===== src/rtl/branch_resolver.sv =====
// Branch resolution queue: holds in-flight predictions in order, compares each
// against the resolved outcome, and produces redirect/flush and statistics.
module branch_resolver #(
   parameter int DEPTH = 4,
   parameter int CNT_W = 32
) (
   input  logic                     clk_i,
   input  logic                     rst_i,
   input  logic                     pred_valid_i,
   output logic                     pred_ready_o,
   input  logic [31:0]              pred_pc_i,
   input  logic                     pred_taken_i,
   input  logic [31:0]              pred_target_i,
   input  logic                     res_valid_i,
   input  logic                     res_taken_i,
   input  logic [31:0]              res_target_i,
   output logic                     mispredict_o,
   output logic [31:0]              redirect_pc_o,
   output logic                     res_error_o,
   output logic [$clog2(DEPTH):0]   count_o,
   output logic [CNT_W-1:0]         branch_cnt_o,
   output logic [CNT_W-1:0]         miss_cnt_o
);

   localparam int PW = $clog2(DEPTH);
   localparam int CW = PW + 1;
   localparam logic [CW-1:0] DEPTH_C = CW'(DEPTH);

   logic [31:0]      pc_mem     [DEPTH];
   logic             taken_mem  [DEPTH];
   logic [31:0]      target_mem [DEPTH];

   logic [PW-1:0]    rd_ptr_q, rd_ptr_d, wr_ptr_q, wr_ptr_d;
   logic [CW-1:0]    count_q, count_d;
   logic             mispredict_q, mispredict_d;
   logic             res_error_q, res_error_d;
   logic [31:0]      redirect_q, redirect_d;
   logic [CNT_W-1:0] branch_cnt_q, branch_cnt_d;
   logic [CNT_W-1:0] miss_cnt_q, miss_cnt_d;

   logic             push, pop, res_err, miss;
   logic [31:0]      head_pc, head_target, correct_pc;
   logic             head_taken;

   assign head_pc      = pc_mem[rd_ptr_q];
   assign head_taken   = taken_mem[rd_ptr_q];
   assign head_target  = target_mem[rd_ptr_q];
   assign pred_ready_o = (count_q < DEPTH_C);

   always_comb begin
      pop        = res_valid_i && (count_q != '0);
      res_err    = res_valid_i && (count_q == '0);
      correct_pc = res_taken_i ? res_target_i : head_pc + 32'd8;
      // Targets only matter when both predicted and actual are taken.
      miss       = pop && ((head_taken != res_taken_i) ||
                           (head_taken && res_taken_i && (head_target != res_target_i)));
      push       = pred_valid_i && pred_ready_o && !miss;

      rd_ptr_d   = pop  ? rd_ptr_q + PW'(1) : rd_ptr_q;
      wr_ptr_d   = push ? wr_ptr_q + PW'(1) : wr_ptr_q;
      count_d    = count_q;
      if (miss) begin
         rd_ptr_d = wr_ptr_q;
         count_d  = '0;
      end else if (push && !pop) begin
         count_d = count_q + CW'(1);
      end else if (pop && !push) begin
         count_d = count_q - CW'(1);
      end

      mispredict_d = miss;
      res_error_d  = res_err;
      redirect_d   = miss ? correct_pc : redirect_q;
      branch_cnt_d = (pop && (branch_cnt_q != '1)) ? branch_cnt_q + CNT_W'(1) : branch_cnt_q;
      miss_cnt_d   = (miss && (miss_cnt_q != '1)) ? miss_cnt_q + CNT_W'(1) : miss_cnt_q;
   end

   always_ff @(posedge clk_i or posedge rst_i) begin
      if (rst_i) begin
         rd_ptr_q     <= '0;
         wr_ptr_q     <= '0;
         count_q      <= '0;
         mispredict_q <= 1'b0;
         res_error_q  <= 1'b0;
         redirect_q   <= '0;
         branch_cnt_q <= '0;
         miss_cnt_q   <= '0;
      end else begin
         rd_ptr_q     <= rd_ptr_d;
         wr_ptr_q     <= wr_ptr_d;
         count_q      <= count_d;
         mispredict_q <= mispredict_d;
         res_error_q  <= res_error_d;
         redirect_q   <= redirect_d;
         branch_cnt_q <= branch_cnt_d;
         miss_cnt_q   <= miss_cnt_d;
      end
   end

   // Entry storage carries no reset; only occupied slots are ever read.
   always_ff @(posedge clk_i) begin
      if (push) begin
         pc_mem[wr_ptr_q]     <= pred_pc_i;
         taken_mem[wr_ptr_q]  <= pred_taken_i;
         target_mem[wr_ptr_q] <= pred_target_i;
      end
   end

   assign mispredict_o  = mispredict_q;
   assign res_error_o   = res_error_q;
   assign redirect_pc_o = redirect_q;
   assign count_o       = count_q;
   assign branch_cnt_o  = branch_cnt_q;
   assign miss_cnt_o    = miss_cnt_q;

endmodule


===== config.mk =====
export PLATFORM = sky130hd
export DESIGN_NAME = branch_resolver
export DESIGN_NICKNAME = d
export VERILOG_FILES = /design/src/rtl/branch_resolver.sv
export SDC_FILE = /design/constraint.sdc
export NUM_CORES = 1
export LEC_CHECK = 0
export BUFFER_PORTS_ARGS = -buffer_cell sky130_fd_sc_hd__buf_4
export CORE_UTILIZATION = 35
export DETAILED_ROUTE_END_ITERATION = 6
export PLACE_DENSITY = 0.63
export SLEW_MARGIN = 10
export SYNTH_ARGS = -nofsm -noshare
export SYNTH_HDL_FRONTEND = slang
export SYNTH_SLANG_ARGS = --single-unit

===== constraint.sdc =====
create_clock -name clk_i -period 5.3 [get_ports clk_i]
set_input_delay 0.265 -clock clk_i [delete_from_list [all_inputs] [get_ports clk_i]]
set_output_delay 0.265 -clock clk_i [all_outputs]
set_load 0.05 [all_outputs]

==> results_tabular.tex, run 1 <==
\begin{tabular}{lr}
\hline
Metric & Value \\
\hline
\multicolumn{2}{l}{\textbf{Synthesis}} \\
\quad Top-count cell post-synth & edfxtp\_1 \\
\quad Sequential cell area fraction in the yosys report & between 60\% and 70\% \\
\quad Area fraction of the dominant cell type after synthesis & 51.7\% \\
\quad Main flop type after synthesis & edfxtp\_1 \\
\quad Number of synthesized register bits & 365 \\
\quad Synth Instances & 935 \\
\quad Cells taking the most area after synthesis & edfxtp\_1 (52\%), dfrtp\_1 (17\%), mux4\_2 (9.7\%) \\
\quad Number of enable-type register cells in the synthesized netlist & 260 \\
\quad Post-synthesis instance area & around 15000 µm² \\
\quad Netlist cell types & 47 \\
\quad Library cell with the largest summed area after synthesis & edfxtp\_1 \\
\quad Synth cell count leaders & edfxtp\_1 (260), dfrtp\_1 (105), nand2\_1 (76) \\
\quad Post-Synthesis Net Count & between 1000 and 1500 \\
\quad Synthesized area per cell & between 15 and 20 µm² \\
\quad Synth warnings & 0 \\
\quad Share of synthesized registers carrying an async set or reset & 28.8\% \\
\multicolumn{2}{l}{\textbf{Global routing}} \\
\quad Maximum number of pins on one net before global-route repair & 67 \\
\quad Total overflow reported by the global router & 0 \\
\quad Number of antenna violations at the first check in global routing & 4 \\
\quad Global-route wire length before repair & 56.2 mm \\
\quad Number of global-route vias before repair & 9319 \\
\quad Total GRT Usage & 16.9\% \\
\multicolumn{2}{l}{\textbf{Run status}} \\
\quad Result of the run & completed \\
\multicolumn{2}{l}{\textbf{Power and ir drop}} \\
\quad Logic gate share of total power & 33.1\% \\
\quad Clock power frac & 27.1\% \\
\quad Sequential share of power & 39.7\% \\
\quad Lkg Pwr & $\sim$0.0073 µW \\
\quad Sw frac & 34.6\% \\
\quad Max rail drop VDD & around 400 µV \\
\quad PnR Total Power & 9780 µW \\
\quad Power density relative to cell area & 509 nW/µm² \\
\quad Psw & roughly 3400 µW \\
\quad Internal power of the cells & 6400 µW \\
\multicolumn{2}{l}{\textbf{Placed design}} \\
\quad Pre-CTS worst setup slack & 1.12 ns \\
\quad HPWL after detailed placement & between 20 and 30 mm \\
\quad Port bufs & 203 \\
\quad Cell area after placement & about 17000 µm² \\
\quad Routability congestion estimate from global placement & 0.830 \\
\multicolumn{2}{l}{\textbf{Route}} \\
\quad Post-route DRC & 0 \\
\quad Per-cell routed wire length & 20.3 µm \\
\quad Total Wirelength & 36.6 mm \\
\quad Number of design-rule violations left by the first detailed-router iteration & 694 \\
\quad 1st-pass router iterations & 5 \\
\quad ANT nets after route & 0 \\
\quad Number of vias after detailed routing & 9046 \\
\quad Vias per std cell & just over 5 \\
\multicolumn{2}{l}{\textbf{Floorplan}} \\
\quad Core region area & approximately 42000 µm² \\
\quad Boundary Pins & 204 \\
\quad Die area & $\sim$44000 µm² \\
\quad Chip Height & 210 µm \\
\quad Effective utilization at floorplan & a little over a third \\
\quad Die outline width & approximately 210 µm \\
\quad Rows & 75 \\
\multicolumn{2}{l}{\textbf{Layout}} \\
\quad Area Overhead vs Synth & 27.2\% \\
\quad Final Net Count & 1339 \\
\quad Final cell area excluding filler cells & 19200 µm² \\
\quad Proportion of layout cells with a drive suffix above 1 & 28.2\% \\
\multicolumn{2}{l}{\textbf{Hold path}} \\
\quad Worst hold path type & in -> reg \\
\multicolumn{2}{l}{\textbf{Worst setup path}} \\
\quad Crit start category & register \\
\quad Maximum fanout count along the critical path & 35 \\
\quad Signal arrival time at the worst endpoint & 4.32 ns \\
\quad Crit path required time & 5.47 ns \\
\quad Type of the setup path with the least slack & reg -> reg \\
\quad Critical Path End Type & register \\
\multicolumn{2}{l}{\textbf{Timing}} \\
\quad Worst slew pin tran & between 0.9 and 1 ns \\
\quad Setup repair after global routing missed its margin & false \\
\quad Final-report hold violation count & 0 \\
\quad Maximum clock frequency & 241 MHz \\
\quad Minimum clock period & 4.15 ns \\
\quad Worst Slack Setup Final & 1.15 ns \\
\quad Headroom to the max-slew limit & 38.8\% \\
\quad Number of max-slew violations in the final report & 0 \\
\quad Setup Total Neg Slack & 0 ns \\
\quad Final clock period utilization by the worst path & 78.3\% \\
\quad Count of final setup violators & 0 \\
\quad Max Clock Skew & 0.0183 ns \\
\quad Worst hold margin & 0.0429 ns \\
\multicolumn{2}{l}{\textbf{Clock network}} \\
\quad Number of buffers created by CTS & 39 \\
\quad Clock slew at reported path FFs & 0.06 ns \\
\quad CTS hold repair buffers & 67 \\
\quad CTS root buf & clkbuf\_16 \\
\quad Post-CTS Setup Repair Bufs & 0 \\
\quad Skew-Pair Late Insertion Delay & 0.54 ns \\
\quad Post\_cts resized & 0 \\
\quad H-Tree Depth & 2 \\
\quad TritonCTS clock tree & yes \\
\quad Worst-case clock buffer depth & 3 \\
\quad Number of clock sinks & 365 \\
\multicolumn{2}{l}{\textbf{Job}} \\
\quad Max-cap violation count & 0 \\
\hline
\end{tabular}
logic make-up after synthesis:
group	Yosys count	synth area share [%]
compound gates	62	2.32
fa+ha+maj	9	0.795
buf+inv	49	1.60
mux	87	11.2
flops	365	69.0
xor+xnor	121	7.01
simple gates	242	8.05
final timing paths:
path                            depth (start not counted)         startpoint                end  slack [ns]
worst max-delay path                                   10        rd_ptr_q[0]      pc_mem[2][24]        1.15
worst min-delay path                                    3    res_target_i[7]   redirect_pc_o[7]        0.04
worst max register to register                         10        rd_ptr_q[0]      pc_mem[2][24]        1.15
worst min register to register                          2  redirect_pc_o[11]  redirect_pc_o[11]        0.48
max in group asynchronous                               4              rst_i     miss_cnt_o[18]        3.69
min in group asynchronous                               3              rst_i    branch_cnt_o[5]        0.48
per-stage QoR:
stage               std cells  utilization, %
floorplan                 935               -
global placement         1659            41.0
detailed placement       1659            41.0
CTS                      1796            45.5
global route             1798            45.5
finish                   1799            45.5
power by group through the flow:
stage	clock network, µW	logic [µW]	registers (µW)
3_3_place_gp	0	3210	3930
5_1_grt	2810	3490	3940
2_1_floorplan	0	1720	4440
6_report	2650	3240	3890
4_1_cts	2710	3290	3890
3_5_place_dp	0	3230	3950
worst max-delay path: stages, from the launching register on:
cell     delay, ns
dfrtp_4       0.67
buf_4         0.44
mux4_2        0.57
xor2_1        0.16
nor4_1        0.41
nand4_1       0.26
o31ai_4       0.25
inv_2         0.10
nor2_2        0.23
and2_2        0.20
buf_4         0.46
layer usage:
layer | track usage [%] | vias to the layer above | wire length, µm
li1 | - | 4133 | -
met1 | 23.6 | 4520 | 16200
met2 | 26.9 | 330 | 17000
met3 | 3.59 | 59 | 2630
met4 | 4.28 | 4 | 728
met5 | 0 | - | 33
state kept, by name, summed over array words and instances, names as in the netlist:
name	count
miss_cnt_o	32
taken_mem	4
mispredict_o	1
res_error_o	1
target_mem	128
branch_cnt_o	32
count_o	3
pc_mem	128
redirect_pc_o	32
rd_ptr_q	2
wr_ptr_q	2
final cells by class:
class                      count  area [µm²]
antenna                        3        7.51
clock buffer                  59        1130
clock inverter                11         103
fill                        3735       23000
inverter                      16        62.6
multi-input combinational    521        4440
sequential                   365       10400
tap                          539         674
timing repair buffer         285        2370
cell usage in the layout (no fill, tap or decap), types with 15 or more instances in the layout:
master / Yosys / layout
nand3_1: 26 / 26
edfxtp_1: 260 / 260
nor4_1: 16 / 16
xor2_1: 60 / 60
nor3_1: 15 / 15
nand4_1: 28 / 28
dfrtp_1: 105 / 103
buf_4: 2 / 213
a21oi_1: 18 / 18
o21ai_0: 34 / 34
xnor2_1: 61 / 61
dlygate4sd3_1: 0 / 67
clkbuf_16: 0 / 41
nand2_1: 76 / 76
mux4_2: 65 / 65
mux2i_1: 16 / 16
nor2_1: 34 / 34
Power figures use the tool's default switching activity.
==> run 2: changes to the inputs <==
--- a/config.mk
+++ b/config.mk
@@ -8,7 +8,7 @@
 export BUFFER_PORTS_ARGS = -buffer_cell sky130_fd_sc_hd__buf_4
 export CORE_UTILIZATION = 35
 export DETAILED_ROUTE_END_ITERATION = 6
-export PLACE_DENSITY = 0.63
+export PLACE_DENSITY = 0.61
 export SLEW_MARGIN = 10
 export SYNTH_ARGS = -nofsm -noshare
 export SYNTH_HDL_FRONTEND = slang
==> constraint.sdc (replaced) <==
create_clock -name clk_i -period 4.4 [get_ports clk_i]
set_input_delay 0.22 -clock clk_i [delete_from_list [all_inputs] [get_ports clk_i]]
set_output_delay 0.22 -clock clk_i [all_outputs]
set_load 0.05 [all_outputs]
==> run 2 against run 1 <==
Sequential power increased by 21%. Clock power rose by 18%. Final cell count up 1.3%. Routed wire length is 3.1% higher. Sequential share of layout area decreased by 0.49 points. Combinational power rose by 22%. Critical path depth is the same. Count of clock-buffer cells in the layout shrank 3. Worst setup slack got worse by 0.65 ns. Maximum frequency increased by 6.3%. Critical endpoint is now target_mem[2][21].
==> results_tabular.tex, run 2 (synthesis results as in run 1) <==
\begin{tabular}{lr}
\hline
Metric & Value \\
\hline
\multicolumn{2}{l}{\textbf{Run status}} \\
\quad Result of the run & completed \\
\multicolumn{2}{l}{\textbf{Timing}} \\
\quad Number of max-slew violations in the final report & 0 \\
\quad Worst hold margin & around 0.018 ns \\
\quad Minimum clock period & a little under 4 ns \\
\quad Final clock period utilization by the worst path & just under 90\% \\
\quad Final-report hold violation count & 0 \\
\quad Setup Total Neg Slack & 0 ns \\
\quad Count of final setup violators & 0 \\
\quad Setup repair after global routing missed its margin & false \\
\quad Maximum clock frequency & approximately 260 MHz \\
\quad Worst slew pin tran & between 0.9 and 1 ns \\
\quad Worst Slack Setup Final & slightly below 0.5 ns \\
\quad Headroom to the max-slew limit & 35.7\% \\
\quad Max Clock Skew & 0.0294 ns \\
\multicolumn{2}{l}{\textbf{Layout}} \\
\quad Final cell area excluding filler cells & 19400 µm² \\
\quad Final Net Count & 1359 \\
\quad Proportion of layout cells with a drive suffix above 1 & 28.5\% \\
\quad Largest registers & pc\_mem (128), target\_mem (128) \\
\quad Most common library cell in the layout ignoring fill and taps & edfxtp\_1 \\
\quad Commonest cells after routing, fill and taps aside & edfxtp\_1 (260), buf\_4 (222), dfrtp\_1 (103), nand2\_1 (76), dlygate4sd3\_1 (75) \\
\quad Area Overhead vs Synth & 28.4\% \\
\multicolumn{2}{l}{\textbf{Floorplan}} \\
\quad Die outline width & 210 µm \\
\quad Rows & 75 \\
\quad Boundary Pins & 204 \\
\quad Core region area & between 40000 and 50000 µm² \\
\quad Chip Height & 210 µm \\
\quad Effective utilization at floorplan & 35.8\% \\
\quad Die area & $\sim$44000 µm² \\
\multicolumn{2}{l}{\textbf{Worst setup path}} \\
\quad Beginning of the critical path & rd\_ptr\_q[0] \\
\quad Reg2Reg Capture Point & target\_mem[2][21] \\
\quad Crit path required time & 4.61 ns \\
\quad Reg-to-reg slack, setup & 0.50 ns \\
\quad Crit start category & register \\
\quad Signal arrival time at the worst endpoint & 4.11 ns \\
\quad Critical Path End Type & register \\
\quad Type of the setup path with the least slack & reg -> reg \\
\quad Register-to-Register Path Depth & 10 \\
\quad Maximum fanout count along the critical path & 27 \\
\quad Worst reg2reg startpoint & rd\_ptr\_q[0] \\
\multicolumn{2}{l}{\textbf{Hold path}} \\
\quad Launch point of the worst hold path & res\_target\_i[12] \\
\quad Worst hold path type & in -> reg \\
\quad Cell count of the worst hold path & 3 \\
\quad Hold Path Sink & redirect\_pc\_o[12] \\
\multicolumn{2}{l}{\textbf{Route}} \\
\quad Vias per std cell & 5.03 \\
\quad ANT nets after route & 0 \\
\quad 1st-pass router iterations & 5 \\
\quad Total Wirelength & 37.7 mm \\
\quad Per-cell routed wire length & 20.7 µm \\
\quad Post-route DRC & 0 \\
\quad Number of vias after detailed routing & roughly 9000 \\
\quad Number of design-rule violations left by the first detailed-router iteration & 761 \\
\multicolumn{2}{l}{\textbf{Job}} \\
\quad Max-cap violation count & 0 \\
\multicolumn{2}{l}{\textbf{Clock network}} \\
\quad Skew-Pair Late Insertion Delay & 0.56 ns \\
\quad TritonCTS clock tree & yes \\
\quad Number of clock sinks & 365 \\
\quad Number of buffers created by CTS & 40 \\
\quad Worst-case clock buffer depth & 3 \\
\quad CTS root buf & clkbuf\_16 \\
\quad H-Tree Depth & 2 \\
\quad Clock slew at reported path FFs & 0.06 ns \\
\multicolumn{2}{l}{\textbf{Power and ir drop}} \\
\quad Lkg Pwr & $\sim$0.0073 µW \\
\quad Power density relative to cell area & 608 nW/µm² \\
\quad PnR Total Power & 11800 µW \\
\quad Max rail drop VDD & slightly above 400 µV \\
\multicolumn{2}{l}{\textbf{Placed design}} \\
\quad Port bufs & 203 \\
\quad HPWL after detailed placement & 26.2 mm \\
\quad Pre-CTS worst setup slack & 0.421 ns \\
\quad Cell area after placement & around 17000 µm² \\
\quad Routability congestion estimate from global placement & 0.800 \\
\multicolumn{2}{l}{\textbf{Global routing}} \\
\quad Number of global-route vias before repair & 9325 \\
\quad Total GRT Usage & 17.3\% \\
\quad Total overflow reported by the global router & 0 \\
\quad Number of antenna violations at the first check in global routing & 6 \\
\quad Maximum number of pins on one net before global-route repair & 72 \\
\quad Global-route wire length before repair & 57.0 mm \\
\hline
\end{tabular}
[run 2: layout make-up]
class	instances	area (µm²)
fill	3733	22800
sequential	365	10400
multi-input combinational	521	4440
timing repair buffer	304	2560
clock buffer	56	1100
tap	539	674
clock inverter	18	123
inverter	16	62.6
antenna	3	7.51
[run 2: how the worst max path moves through the flow]
stage | endpoint | cells after the start
final | target_mem[2][21] | 10
after global routing | target_mem[2][21] | 10
after CTS | target_mem[2][26] | 10
after detailed placement | pc_mem[2][12] | 10
after global placement | pc_mem[2][12] | 10
after floorplan | pc_mem[0][0] | 10
[run 2: power breakdown]
part	leakage (µW)	internal, µW	total (µW)	switching, µW
logic	0.00303	1560	3960	2400
clock network	0.000585	1760	3130	1370
registers	0.00372	4310	4710	396
total	0.00733	7630	11800	4170
[run 2: metal layers]
metal | GRT usage (%) | wire length [µm]
met3 | 4.88 | 2690
met4 | 4.58 | 745
met5 | 0 | 44
met1 | 23.8 | 16900
met2 | 27.0 | 17300
[run 2: what timing repair did]
action                                  in CTS  in global routing
endpoints found under the setup margin       0                  0
gates resized for setup                      0                  0
setup buffers                                0                  0
endpoints found under the hold margin      339                  0
hold buffers                                75                  0
[run 2: critical path, cell delays in order (launching register included)]
cell and delay (ns):
dfrtp_4 0.78, buf_4 0.34, mux4_2 0.53, xor2_1 0.16, nor4_1 0.32, nand4_1 0.25, o31ai_4 0.30, inv_2 0.10
nor2_2 0.23, and2_2 0.22, buf_4 0.32
[run 2: metrics by stage]
step / utilization, % / instances
after floorplan: - / 935
after global placement: 41.3 / 1670
after detailed placement: 41.3 / 1670
after CTS: 45.9 / 1819
after global routing: 46.0 / 1820
final: 46.0 / 1822
